<file path="config.mk">
export PLATFORM = sky130hd
export DESIGN_NAME = dist_delay_tree
export DESIGN_NICKNAME = d
export VERILOG_FILES = /design/src/rtl/dist_delay_tree.sv
export SDC_FILE = /design/constraint.sdc
export NUM_CORES = 1
export LEC_CHECK = 0
export CAP_MARGIN = 30
export CORE_UTILIZATION = 33
export CTS_CLUSTER_DIAMETER = 40
export DETAILED_ROUTE_END_ITERATION = 10
export GPL_TIMING_DRIVEN = 0
export PLACE_DENSITY = 0.63
export SETUP_SLACK_MARGIN = 0.5
export SLEW_MARGIN = 20
export SYNTH_ARGS = -nofsm -noshare
export SYNTH_HDL_FRONTEND = slang
export SYNTH_SLANG_ARGS = --single-unit
</file>
<file path="constraint.sdc">
create_clock -name clock -period 3.8 [get_ports clock]
set_input_delay 0.57 -clock clock [delete_from_list [all_inputs] [get_ports clock]]
set_output_delay 0.57 -clock clock [all_outputs]
set_load 0.01 [all_outputs]
</file>
<file path="src/rtl/dist_delay_tree.sv">
// Pairwise AND/OR/XOR reduction tree. Each level's result runs through its own
// delay line, and the per-level delays can be reloaded whenever the tree is empty.
module dist_delay_tree #(
  parameter int WIDTH     = 1,
  parameter int LEAVES    = 4,
  parameter int DW        = 3,
  parameter int RST_DELAY = 1
) (
  input  logic                               clock,
  input  logic                               reset,
  input  logic                               in_valid,
  input  logic [LEAVES*WIDTH-1:0]            in_data,
  input  logic [1:0]                         op,
  input  logic                               cfg_load,
  input  logic [$clog2(LEAVES)*DW-1:0]       cfg_delay,
  output logic                               out_valid,
  output logic [WIDTH-1:0]                   out_data,
  output logic                               busy,
  output logic                               cfg_ack,
  output logic                               drop,
  output logic [$clog2(LEAVES)*DW:0]         latency
);

  localparam int LEVELS = $clog2(LEAVES);
  localparam int MAXD   = 2**DW - 1;
  localparam int LW     = LEVELS*DW + 1;

  logic [DW-1:0]     dly [LEVELS];
  logic [LEVELS-1:0] lvl_busy;
  logic              accept;
  logic              v0;
  logic [LW-1:0]     lat_next;
  logic [WIDTH-1:0]  held;

  // A load may only land on an empty tree, so no sample ever straddles two delay sets.
  assign accept = cfg_load & ~busy;
  assign v0     = in_valid & reset & ~accept;
  assign busy   = |lvl_busy;

  always_comb begin
    lat_next = '0;
    for (int k = 0; k < LEVELS; k++)
      lat_next = lat_next + LW'(cfg_delay[k*DW +: DW]);
  end

  always_ff @(posedge clock) begin
    if (!reset) begin
      for (int k = 0; k < LEVELS; k++) dly[k] <= DW'(RST_DELAY);
      latency <= LW'(LEVELS*RST_DELAY);
      cfg_ack <= 1'b0;
      drop    <= 1'b0;
    end else begin
      cfg_ack <= accept;
      drop    <= accept & in_valid;
      if (accept) begin
        for (int k = 0; k < LEVELS; k++) dly[k] <= cfg_delay[k*DW +: DW];
        latency <= lat_next;
      end
    end
  end

  genvar k;
  for (k = 0; k < LEVELS; k++) begin : lvl
    localparam int N = LEAVES >> (k+1);

    logic [2*N*WIDTH-1:0] din;
    logic                 din_v;
    logic [1:0]           din_op;
    logic [N*WIDTH-1:0]   res;
    logic [N*WIDTH-1:0]   sd [MAXD];
    logic [MAXD-1:0]      sv;
    logic                 tv;
    logic [N*WIDTH-1:0]   td;

    if (k == 0) begin : g_src
      assign din    = in_data;
      assign din_v  = v0;
      assign din_op = op;
    end else begin : g_chain
      assign din    = lvl[k-1].td;
      assign din_v  = lvl[k-1].tv;
      assign din_op = lvl[k-1].g_op.top;
    end

    always_comb begin
      res = '0;
      for (int j = 0; j < N; j++) begin
        case (din_op)
          2'b01:   res[j*WIDTH +: WIDTH] = din[2*j*WIDTH +: WIDTH] | din[(2*j+1)*WIDTH +: WIDTH];
          2'b10:   res[j*WIDTH +: WIDTH] = din[2*j*WIDTH +: WIDTH] ^ din[(2*j+1)*WIDTH +: WIDTH];
          default: res[j*WIDTH +: WIDTH] = din[2*j*WIDTH +: WIDTH] & din[(2*j+1)*WIDTH +: WIDTH];
        endcase
      end
    end

    // Valid bits die past the tap, so a later, longer delay cannot resurrect stale samples.
    always_ff @(posedge clock) begin
      if (!reset) begin
        sv <= '0;
        for (int i = 0; i < MAXD; i++) sd[i] <= '0;
      end else begin
        sv[0] <= din_v && (dly[k] != '0);
        sd[0] <= res;
        for (int i = 1; i < MAXD; i++) begin
          sv[i] <= sv[i-1] && (DW'(i) < dly[k]);
          sd[i] <= sd[i-1];
        end
      end
    end

    always_comb begin
      if (dly[k] == '0) begin
        tv = din_v;
        td = res;
      end else begin
        tv = sv[dly[k] - DW'(1)];
        td = sd[dly[k] - DW'(1)];
      end
    end

    assign lvl_busy[k] = |sv;

    // The last level has no consumer for op, so only inner levels carry it.
    if (k < LEVELS-1) begin : g_op
      logic [1:0] sop [MAXD];
      logic [1:0] top;

      always_ff @(posedge clock) begin
        if (!reset) begin
          for (int i = 0; i < MAXD; i++) sop[i] <= '0;
        end else begin
          sop[0] <= din_op;
          for (int i = 1; i < MAXD; i++) sop[i] <= sop[i-1];
        end
      end

      assign top = (dly[k] == '0) ? din_op : sop[dly[k] - DW'(1)];
    end
  end

  assign out_valid = lvl[LEVELS-1].tv & reset;
  assign out_data  = out_valid ? lvl[LEVELS-1].td : held;

  always_ff @(posedge clock) begin
    if (!reset)        held <= '0;
    else if (out_valid) held <= lvl[LEVELS-1].td;
  end

endmodule
</file>
==> qor.yml, run 1 <==
outcome:
  status: "finished, violations left"
  violations: "setup timing"
clocking:
  clkSlewWorstSetupHoldPaths_ps: 80
  cts.root.buffer_cell: "sky130_fd_sc_hd__clkbuf_8"
  clock_h_tree_levels: 3
  clock_insertion_delay_worst_skew_ps: 340
  number_of_buffers_created_by_cts: 9
  tritoncts: "done"
  numClockSinks: 62
  cts.hold.buffers_added: 0
  cts_max_path_buffers: 2
cells_and_area:
  area_of_combinational_cells_with_multiple_inputs_um2: 1554
  insertedDiodeCount: 0
  register_area_um2: 1301
  fill_cells: 794
  mostFrequentLayoutCell: "sky130_fd_sc_hd__dfxtp_1"
  fin_nets: 375
  synthToLayoutAreaGrowth_pct: 27.75
  finish.cell_count_without_fillers: 449
  final_util: 0.4432
  layout.cell_area.non_filler_um2: 3715
  post_route_cells_drive_above_1_share: 0.1831
  layout_common_cells: "sky130_fd_sc_hd__dfxtp_1, sky130_fd_sc_hd__and2_1, sky130_fd_sc_hd__nand2_1"
yosys:
  synth.yosys.warnings: 0
  synth.ff_latch_count: 62
  fraction_of_the_yosys_area_taken_by_sequential_cells: 0.4475
  synthDominantAreaCellType: "sky130_fd_sc_hd__dfxtp_1"
  postSynthCellCount: 290
  netlist-cell-type-count: 46
  main_area_contributors_after_synthesis: "sky130_fd_sc_hd__dfxtp_1, sky130_fd_sc_hd__ha_1, sky130_fd_sc_hd__and2_1"
  synthFlopType: "sky130_fd_sc_hd__dfxtp_1"
  syn-mean-instance-area_um2: 10.03
  synthesis.area_um2: 2908
  netlist.area_leader.share: 0.3855
  async_reset_ff_frac: 0
  synth-edff-count: 6
timing:
  timing.fmax_mhz: 262.7
  worst_pin_slew_ps: 509.2
  finalSetupViolCount: 1
  clock_skew_ps: 10.43
  setup_tns_ps: -6.817
  min_period_over_period: 1.002
  final_hold_violations: 0
  finalMaxSlewViolations: 0
  slew-limit-headroom: 0.6605
  grt_setup_unrepaired: "yes"
  period_minus_slack_ps: 3807
  final_worst_path_setup_slack_ps: -6.817
drt:
  wl_met1_mm: 2.878
  route.antenna.remaining_nets: 0
  drc: 0
  routed-wl-met2_mm: 2.957
  avgViaCountPerCell: 4.733
  dr_total_vias: 2125
  dr.pass1.iters: 4
  drtIter0Drc: 53
  routed_wire_length_per_instance_um: 13.71
  wl_met3_um: 166
  highest-signal-layer: "met4"
  route.final.wire_length_mm: 6.156
setup_path:
  worstPathRequired_ps: 3230
  crit_path_start_kind: "flip-flop"
  reg2reg_setup_slack_ps: 880
  worstReg2RegStart: "dly[0][0]"
  setup.worst_path.end_class: "primary output"
  timing.reg2reg.worst_path_depth: 16
  worst_r2r_endpoint: "held"
  crit_arrival_ps: 3240
  crit_type: "flip-flop to primary output"
  critPathLaunch: "dly[0][0]"
  timing.critical_path.to: "out_data"
  critPathMaxFanout: 5
place:
  place.detailed.instances: 421
  hpwlAfterDp_mm: 4.283
  pre_cts_ws_ps: -495.6
  place.gp.congestion: 0.7727
  place_area_um2: 3309
  placement.io_buffers: 24
grt:
  grt_pass1_vias: 2126
  grt_start_max_net_pins: 12
  antenna_found_initial: 0
  grt_pass1_wl_mm: 10.12
  grt-ovfl-total: 0
  globalRouteTotalUtil: 0.1476
pwr:
  power_density_nw_per_um2: 422.4
  p_leak_uw: 0.001637
  power.ir.vdd_worst_v: 0.0002197
die:
  floorplan.rows: 33
  design.die.area_um2: 9191
  io_pins: 28
  die_w_um: 95.87
  area_of_the_core_um2: 8382
  vertical_extent_of_the_die_um: 95.87
  effective_utilization_at_floorplan: 0.3469
job:
  drv_cap: 0
worst_hold_path:
  worstHoldPathType: "flip-flop to flip-flop"
[registers in the layout, summed over array words and instances, names as in the netlist]
name / cells
latency: 4
held: 1
drop: 1
lvl.g_op.sop: 14
dly: 6
cfg_ack: 1
lvl.sv: 14
lvl.sd: 21
[power by group]
group	internal [uW]	switching, uW
registers	685	17.6
logic	154	149
clock network	297	267
[metal layers]
layer	GRT usage	up-vias
li1	-	1082
met1	0.1864	998
met2	0.2417	31
met3	0.02133	14
met4	0.08209	0
met5	0	-
[worst min path at each step]
stage	to	slack [ps]	start	cells after the start
after global placement	lvl[0].g_op.sop[3][0]	430	lvl[0].g_op.sop[2][0]	1
after global routing	lvl[0].sd[3][1]	460	lvl[0].sd[2][1]	1
final	lvl[0].sd[3][1]	450	lvl[0].sd[2][1]	1
after detailed placement	lvl[0].sd[3][0]	450	lvl[0].sd[2][0]	1
after CTS	lvl[0].sd[3][1]	450	lvl[0].sd[2][1]	1
after floorplan	lvl[1].sv[5]	420	lvl[1].sv[4]	2
[cells in the mapped netlist, drive strengths merged, types with 2 or more instances]
cell,number
a21oi,8
buf,8
and2,37
nand4,2
clkbuf,9
nor2,19
mux2i,8
a21o,2
a221oi,2
nor4,3
dfxtp,56
o211a,5
nor2b,3
ha,19
mux2,2
mux4,7
nand3,4
nor3b,3
o21a,4
a211oi,4
xnor2,2
edfxtp,6
nand2b,4
inv,19
o21ai,8
a21boi,2
a22oi,3
nand2,24
and3,7
[area by class of cell]
type | count | share of cell area
plain buffers | 17 | 0.03435
clock buffers | 9 | 0.03334
clock inverters | 7 | 0.01751
inverters | 19 | 0.02122
multi-input cells | 195 | 0.4183
flip-flops and latches | 62 | 0.3503
well taps | 105 | 0.03537
repair buffers | 35 | 0.08959
[cell families after synthesis]
family,share of synthesized area
AO/OA/AOI/OAI,0.09983
buffers and inverters,0.05465
AND/OR/NAND/NOR,0.2044
multiplexers,0.09208
other,0.001290
flip-flops,0.4475
adder cells (fa/ha/maj),0.08864
XOR/XNOR,0.01162
[critical path: stages (launching register included)]
cell and delay, ps:
sky130_fd_sc_hd__edfxtp_1 420, sky130_fd_sc_hd__buf_6 150, sky130_fd_sc_hd__buf_12 120, sky130_fd_sc_hd__inv_8 50, sky130_fd_sc_hd__ha_4 220, sky130_fd_sc_hd__clkbuf_16 160, sky130_fd_sc_hd__mux4_2 320, sky130_fd_sc_hd__a21oi_4 180
sky130_fd_sc_hd__buf_4 120, sky130_fd_sc_hd__buf_4 90, sky130_fd_sc_hd__o21ai_0 80, sky130_fd_sc_hd__ha_1 190, sky130_fd_sc_hd__nand2_1 70, sky130_fd_sc_hd__o21ai_2 70, sky130_fd_sc_hd__a211o_1 290, sky130_fd_sc_hd__mux2_4 270
sky130_fd_sc_hd__buf_6 120
[per-stage QoR]
stage / hold WS [ps] / power (uW)
2_1_floorplan: 422.5 / 877.6
3_3_place_gp: 433.3 / 957.3
4_1_cts: 453.9 / 1552
5_1_grt: 463.5 / 1644
6_report: 446.3 / 1569
3_5_place_dp: 445.5 / 963.6
[repair_timing]
action	4_1_cts	5_1_grt
setup endpoints to repair	2	1
pin swaps	6	9
setup buffers	6	4
gates resized for setup	23	10
gates cloned	1	1
Note: power is estimated with default switching activity, not from simulation.
==> inputs of run 2 (changes only) <==
Settings changed: CAP_MARGIN 30 to 20, CORE_MARGIN set to 2.
==> qor.yml, run 2 (synthesized netlist as in run 1, its figures left out) <==
setup_path:
  crit_path_start_kind: "flip-flop"
  worstReg2RegStart: "dly[0][0]"
  setup.worst_path.end_class: "primary output"
  critPathMaxFanout: 4  # -1
  timing.reg2reg.worst_path_depth: 14  # -2
  worstPathRequired_ps: 3230  # about the same
  reg2reg_setup_slack_ps: 1090  # +210 ps
  worst_r2r_endpoint: "held"
  crit_type: "flip-flop to primary output"
  crit_arrival_ps: 3170  # -70 ps
timing:
  finalSetupViolCount: 0  # -1
  clock_skew_ps: 10.13  # -0.2992 ps
  finalMaxSlewViolations: 0  # unchanged
  min_period_over_period: 0.9835  # -0.01831
  slew-limit-headroom: 0.6630  # +0.002456
  grt_setup_unrepaired: "yes"
  period_minus_slack_ps: 3737  # -69.59 ps
  final_hold_violations: 0  # unchanged
  timing.fmax_mhz: 267.6  # +1.9%
  worst_pin_slew_ps: 505.5  # -3.683 ps
worst_hold_path:
  hold_start: "lvl[0].sv[4]"
  min_to: "lvl[0].sv[5]"
  worstHoldPathType: "flip-flop to flip-flop"
  timing.hold.worst_path_depth: 2  # +1
cells_and_area:
  register_area_um2: 1301  # unchanged
  top_register: "lvl.sd"
  biggestRegsByFlops: "lvl.sd (21), lvl.g_op.sop (14), lvl.sv (14)"
  largest_register_ffs: 21  # unchanged
  layout.cell_area.non_filler_um2: 3667  # -1.3%
  insertedDiodeCount: 0  # unchanged
  area_of_combinational_cells_with_multiple_inputs_um2: 1545  # -0.56%
  final_util: 0.4247  # -0.01854
  post_route_cells_drive_above_1_share: 0.1784  # -0.004777
  mostFrequentLayoutCell: "sky130_fd_sc_hd__dfxtp_1"
  fin_nets: 373  # -0.53%
  synthToLayoutAreaGrowth_pct: 26.12
  layout_common_cells: "sky130_fd_sc_hd__dfxtp_1, sky130_fd_sc_hd__and2_1, sky130_fd_sc_hd__nand2_1"
  fill_cells: 827  # +4.2%
drt:
  drc: 0  # unchanged
  dr_total_vias: 2160  # +1.6%
  dr.pass1.iters: 4  # unchanged
  drtIter0Drc: 96  # +81%
  avgViaCountPerCell: 4.800  # +1.4%
  route.final.wire_length_mm: 5.976  # -2.9%
  routed_wire_length_per_instance_um: 13.28  # -3.1%
  route.antenna.remaining_nets: 0  # unchanged
clocking:
  cts_max_path_buffers: 2  # unchanged
  clkSlewWorstSetupHoldPaths_ps: 70  # about the same
  tritoncts: "done"
  cts.root.buffer_cell: "sky130_fd_sc_hd__clkbuf_8"
  number_of_buffers_created_by_cts: 9  # unchanged
  clock_h_tree_levels: 3  # unchanged
  numClockSinks: 62  # unchanged
  clock_insertion_delay_worst_skew_ps: 350  # about the same
grt:
  grt_start_max_net_pins: 11  # -1
  globalRouteTotalUtil: 0.1308  # -0.01681
  grt_pass1_vias: 2130  # +0.19%
  antenna_found_initial: 0  # unchanged
  grt-ovfl-total: 0  # unchanged
  grt_pass1_wl_mm: 10.01  # -1.2%
die:
  effective_utilization_at_floorplan: 0.3367  # -0.01020
  floorplan.rows: 34  # +3.0%
  design.die.area_um2: 9579  # +4.2%
  area_of_the_core_um2: 8636  # +3.0%
  die_w_um: 97.87  # +2.1%
  io_pins: 28  # unchanged
  vertical_extent_of_the_die_um: 97.87  # +2.1%
place:
  placement.io_buffers: 24  # unchanged
  hpwlAfterDp_mm: 4.084  # -4.6%
  place.gp.congestion: 0.7577  # -1.9%
  place_area_um2: 3313  # +0.11%
job:
  drv_cap: 0  # unchanged
pwr:
  power.ir.vdd_worst_v: 0.0002107  # -4.1%
  power_density_nw_per_um2: 409.7  # -3.0%
  p_leak_uw: 0.001625  # -0.73%
outcome:
  status: "finished, final reports clean"
==> run 2: changes by cell type in the layout (fill, tap and decap cells not counted), sizes merged <==
cell / previous run / this run
buf: 19 / 17
bufinv: 1 / 0
clkbuf: 19 / 24
clkdlybuf4s50: 22 / 21
clkinv: 3 / 2
clkinvlp: 3 / 0
dlymetal6s2s: 0 / 1
==> run 2: how the worst max path moves through the flow <==
| stage | from | endpoint | slack [ps] | depth (start not counted) |
|---|---|---|---|---|
| after floorplan | dly[0][0] | out_data | 540 | 13 |
| after global placement | op[0] | out_data | -480 | 12 |
| after detailed placement | op[0] | out_data | -470 | 12 |
| after CTS | dly[0][0] | out_data | -40 | 14 |
| after global routing | dly[0][0] | out_data | -70 | 14 |
| final | dly[0][0] | out_data | 60 | 15 |
==> run 2: critical path, stage by stage (launching register included) <==
cell and delay (ps):
sky130_fd_sc_hd__edfxtp_1 410, sky130_fd_sc_hd__buf_6 150, sky130_fd_sc_hd__buf_12 120, sky130_fd_sc_hd__inv_8 50, sky130_fd_sc_hd__ha_4 210, sky130_fd_sc_hd__buf_4 140, sky130_fd_sc_hd__mux4_2 300, sky130_fd_sc_hd__a21oi_2 150
sky130_fd_sc_hd__o21a_1 170, sky130_fd_sc_hd__inv_1 70, sky130_fd_sc_hd__ha_4 160, sky130_fd_sc_hd__a22oi_2 160, sky130_fd_sc_hd__o21ai_2 80, sky130_fd_sc_hd__a211o_1 280, sky130_fd_sc_hd__mux2_4 270, sky130_fd_sc_hd__buf_6 120
==> run 2: routing by layer <==
metal  up-vias  share of wire  wire [um]  track usage
met4         0          0.019        112      0.06410
met5         -              0          0            0
li1       1074              -          -            -
met2        33           0.46       2774       0.2044
met3        10          0.037        222      0.03150
met1      1043           0.48       2867       0.1697
==> run 2: per-stage QoR <==
stage	worst slack [ps]	hold WS [ps]	power [uW]	cells	setup TNS, ps
6_report	62.77	441.8	1503	450	0
5_1_grt	-73.50	463.4	1576	450	-73.50
4_1_cts	-42.17	449.2	1489	447	-42.17
3_5_place_dp	-465.6	443.2	960.7	424	-465.6
3_3_place_gp	-477.0	433.3	957.6	424	-477.0
2_1_floorplan	537.0	422.5	877.6	292	0
==> run 2: final cells by class <==
class / instances / area share
multi-input combinational: 195 / 0.4214
buffer: 17 / 0.03480
inverter: 19 / 0.02149
tap: 108 / 0.03685
sequential: 62 / 0.3548
clock inverter: 2 / 0.002729
timing repair buffer: 33 / 0.08632
clock buffer: 14 / 0.04162
==> run 2: repair_timing <==
action | CTS | global route
endpoints found under the setup margin | 2 | 1
cloned | 1 | 1
hold buffers | 0 | 0
hold endpoints to repair | 0 | 0
setup buffers | 6 | 2
pin swaps | 7 | 8
gates resized for setup | 23 | 10
==> run 2: report_power, final <==
part,internal (uW),total [uW],switching (uW)
clock network,253,500,247
registers,686,703,17.2
logic,152,299,147
==> inputs of run 3 (changes only) <==
Settings changed: GPL_TIMING_DRIVEN 0 to unset.
==> qor.yml, run 3 (synthesized netlist as in run 1, its figures left out) <==
grt:
  grt_pass1_wl_mm: 9.839  # -1.7%
  grt-ovfl-total: 0  # unchanged
  globalRouteTotalUtil: 0.1282  # -0.002585
  antenna_found_initial: 0  # unchanged
  grt_pass1_vias: 2071  # -2.8%
  grt_start_max_net_pins: 59  # +48
die:
  area_of_the_core_um2: 8636  # unchanged
  vertical_extent_of_the_die_um: 97.87  # unchanged
  die_w_um: 97.87  # unchanged
  design.die.area_um2: 9579  # unchanged
  effective_utilization_at_floorplan: 0.3367  # unchanged
  io_pins: 28  # unchanged
  floorplan.rows: 34  # unchanged
worst_hold_path:
  timing.hold.worst_path_depth: 2  # unchanged
  min_to: "lvl[1].sv[5]"
  worstHoldPathType: "flip-flop to flip-flop"
  hold_start: "lvl[1].sv[4]"
timing:
  finalMaxSlewViolations: 0  # unchanged
  grt_setup_unrepaired: "yes"
  clock_skew_ps: 7.143  # -2.986 ps
  period_minus_slack_ps: 3560  # -177.0 ps
  min_period_over_period: 0.9369  # -0.04659
  timing.fmax_mhz: 280.9  # +5.0%
  final_hold_violations: 0  # unchanged
  final_worst_path_setup_slack_ps: 239.8  # +177.0 ps
  finalSetupViolCount: 0  # unchanged
  finalHoldWorstSlack_ps: 449.3  # +7.517 ps
pwr:
  power.ir.vdd_worst_v: 0.0002348  # +11%
  power_density_nw_per_um2: 418.7  # +2.2%
  finalPower_uw: 1531  # +1.9%
  p_leak_uw: 0.001623  # -0.11%
drt:
  dr.pass1.iters: 4  # unchanged
  wl_met3_um: 146  # -34%
  dr_total_vias: 2070  # -4.2%
  routed_wire_length_per_instance_um: 12.74  # -4.1%
  routed-wl-met2_mm: 2.723  # -1.8%
  drtIter0Drc: 139  # +45%
  avgViaCountPerCell: 4.662  # -2.9%
  drc: 0  # unchanged
  route.antenna.remaining_nets: 0  # unchanged
  wl_met1_mm: 2.720  # -5.1%
  highest-signal-layer: "met4"
  route.final.wire_length_mm: 5.655  # -5.4%
cells_and_area:
  fill_cells: 855  # +3.4%
  mostFrequentLayoutCell: "sky130_fd_sc_hd__dfxtp_1"
  top_register: "lvl.sd"
  largest_register_ffs: 21  # unchanged
  synthToLayoutAreaGrowth_pct: 25.73
  post_route_cells_drive_above_1_share: 0.2054  # +0.02699
  layout.cell_area.non_filler_um2: 3656  # -0.31%
  finish.cell_count_without_fillers: 444  # -1.3%
  layout_common_cells: "sky130_fd_sc_hd__dfxtp_1, sky130_fd_sc_hd__and2_1, sky130_fd_sc_hd__nand2_1"
  insertedDiodeCount: 0  # unchanged
  fin_nets: 368  # -1.3%
  biggestRegsByFlops: "lvl.sd (21), lvl.g_op.sop (14), lvl.sv (14)"
setup_path:
  timing.reg2reg.worst_path_depth: 11  # -3
  crit_type: "flip-flop to primary output"
  worstReg2RegStart: "dly[0][0]"
  crit_path_frequent_cell: "sky130_fd_sc_hd__ha_4"
  critical_path.cell_chain: "inv_2 -> ha_4 -> mux4_2 -> a21oi_2 -> o21a_1 -> ha_4 -> inv_1 -> a22oi_2 -> o21ai_2 -> a211o_1 -> mux2_4 -> buf_6"
  crit_arrival_ps: 2990  # -180 ps
  cell_count_along_the_critical_path: 12  # -3
  crit_path_top_delay_cell: "sky130_fd_sc_hd__edfxtp_1"
  reg2reg_setup_slack_ps: 1250  # +160 ps
  critPathMaxFanout: 7  # +3
  crit_path_start_kind: "flip-flop"
  path_delay_family: "compound AO/OA/AOI/OAI gates"
  worst_r2r_endpoint: "held"
  crit_buf_inv: 3  # -3
  setup.worst_path.end_class: "primary output"
  worstPathRequired_ps: 3230  # about the same
  cpPeakStageDelay_ps: 410  # about the same
clocking:
  clock_h_tree_levels: 3  # unchanged
  cts.hold.buffers_added: 0  # unchanged
  tritoncts: "done"
  numClockSinks: 62  # unchanged
  cts_max_path_buffers: 2  # unchanged
  cts.root.buffer_cell: "sky130_fd_sc_hd__clkbuf_8"
  clkSlewWorstSetupHoldPaths_ps: 60  # about the same
  number_of_buffers_created_by_cts: 9  # unchanged
  clock_insertion_delay_worst_skew_ps: 330  # -20 ps
place:
  placement.io_buffers: 24  # unchanged
  pre_cts_ws_ps: -310.5  # +155.1 ps
  place.detailed.instances: 420  # -0.94%
  place_area_um2: 3313  # unchanged
  hpwlAfterDp_mm: 3.805  # -6.8%
  place.gp.congestion: 0.7554  # -0.30%
job:
  drv_cap: 0  # unchanged
outcome:
  status: "finished, final reports clean"
## run 3: cell count changes in the layout (fill, tap and decap cells not counted), moves of 2 or more
| cell | previous run | this run |
|---|---|---|
| sky130_fd_sc_hd__clkbuf_8 | 11 | 13 |
| sky130_fd_sc_hd__clkdlybuf4s50_1 | 21 | 16 |
| sky130_fd_sc_hd__clkinv_2 | 2 | 0 |
| sky130_fd_sc_hd__ha_2 | 1 | 3 |
| sky130_fd_sc_hd__buf_4 | 12 | 19 |
| sky130_fd_sc_hd__ha_1 | 16 | 12 |
| sky130_fd_sc_hd__dlygate4sd2_1 | 1 | 7 |
| sky130_fd_sc_hd__ha_4 | 2 | 4 |
| sky130_fd_sc_hd__clkbuf_1 | 11 | 2 |
## run 3: worst max-delay path by stage
stage	startpoint	endpoint	slack [ps]
4_1_cts	dly[0][0]	out_data	190
5_1_grt	dly[0][0]	out_data	110
3_3_place_gp	op[0]	out_data	-270
3_5_place_dp	op[0]	out_data	-310
2_1_floorplan	dly[0][0]	out_data	540
6_report	dly[0][0]	out_data	240
## run 3: final cells by class
| class | count | area (um2) | area share |
|---|---|---|---|
| flip-flops and latches | 62 | 1301 | 0.3559 |
| well taps | 108 | 135.1 | 0.03696 |
| repair buffers | 46 | 402.9 | 0.1102 |
| multi-input cells | 194 | 1559 | 0.4264 |
| inverters | 19 | 71.32 | 0.01951 |
| clock buffers | 15 | 186.4 | 0.05099 |
## run 3: power by group
group | switching (uW) | internal [uW]
clock network | 231 | 305
registers | 18.8 | 686
logic | 143 | 146
## run 3: layer usage
metal | GRT usage | up-vias
met5 | 0 | -
met4 | 0.04808 | 0
met3 | 0.04009 | 4
met2 | 0.1997 | 25
met1 | 0.1675 | 981
li1 | - | 1060
## run 3: repair_timing
| item | in CTS | in global routing |
|---|---|---|
| cloned | 1 | 0 |
| pin swaps | 16 | 6 |
| gates resized for setup | 36 | 2 |
| setup buffers | 7 | 1 |
| setup endpoints to repair | 2 | 1 |
## run 3: through the flow
stage	util	TNS, ps
global route	0.4234	0
finish	0.4234	0
floorplan	-	0
detailed placement	0.3837	-310.5
global placement	0.3837	-272.4
CTS	0.4215	0
## run 3: tightest hold or removal path, delay by kind of cell (launching register included)
kind             cells  cell delay (ps)
DFF                  1              320
and+or+nand+nor      2               90
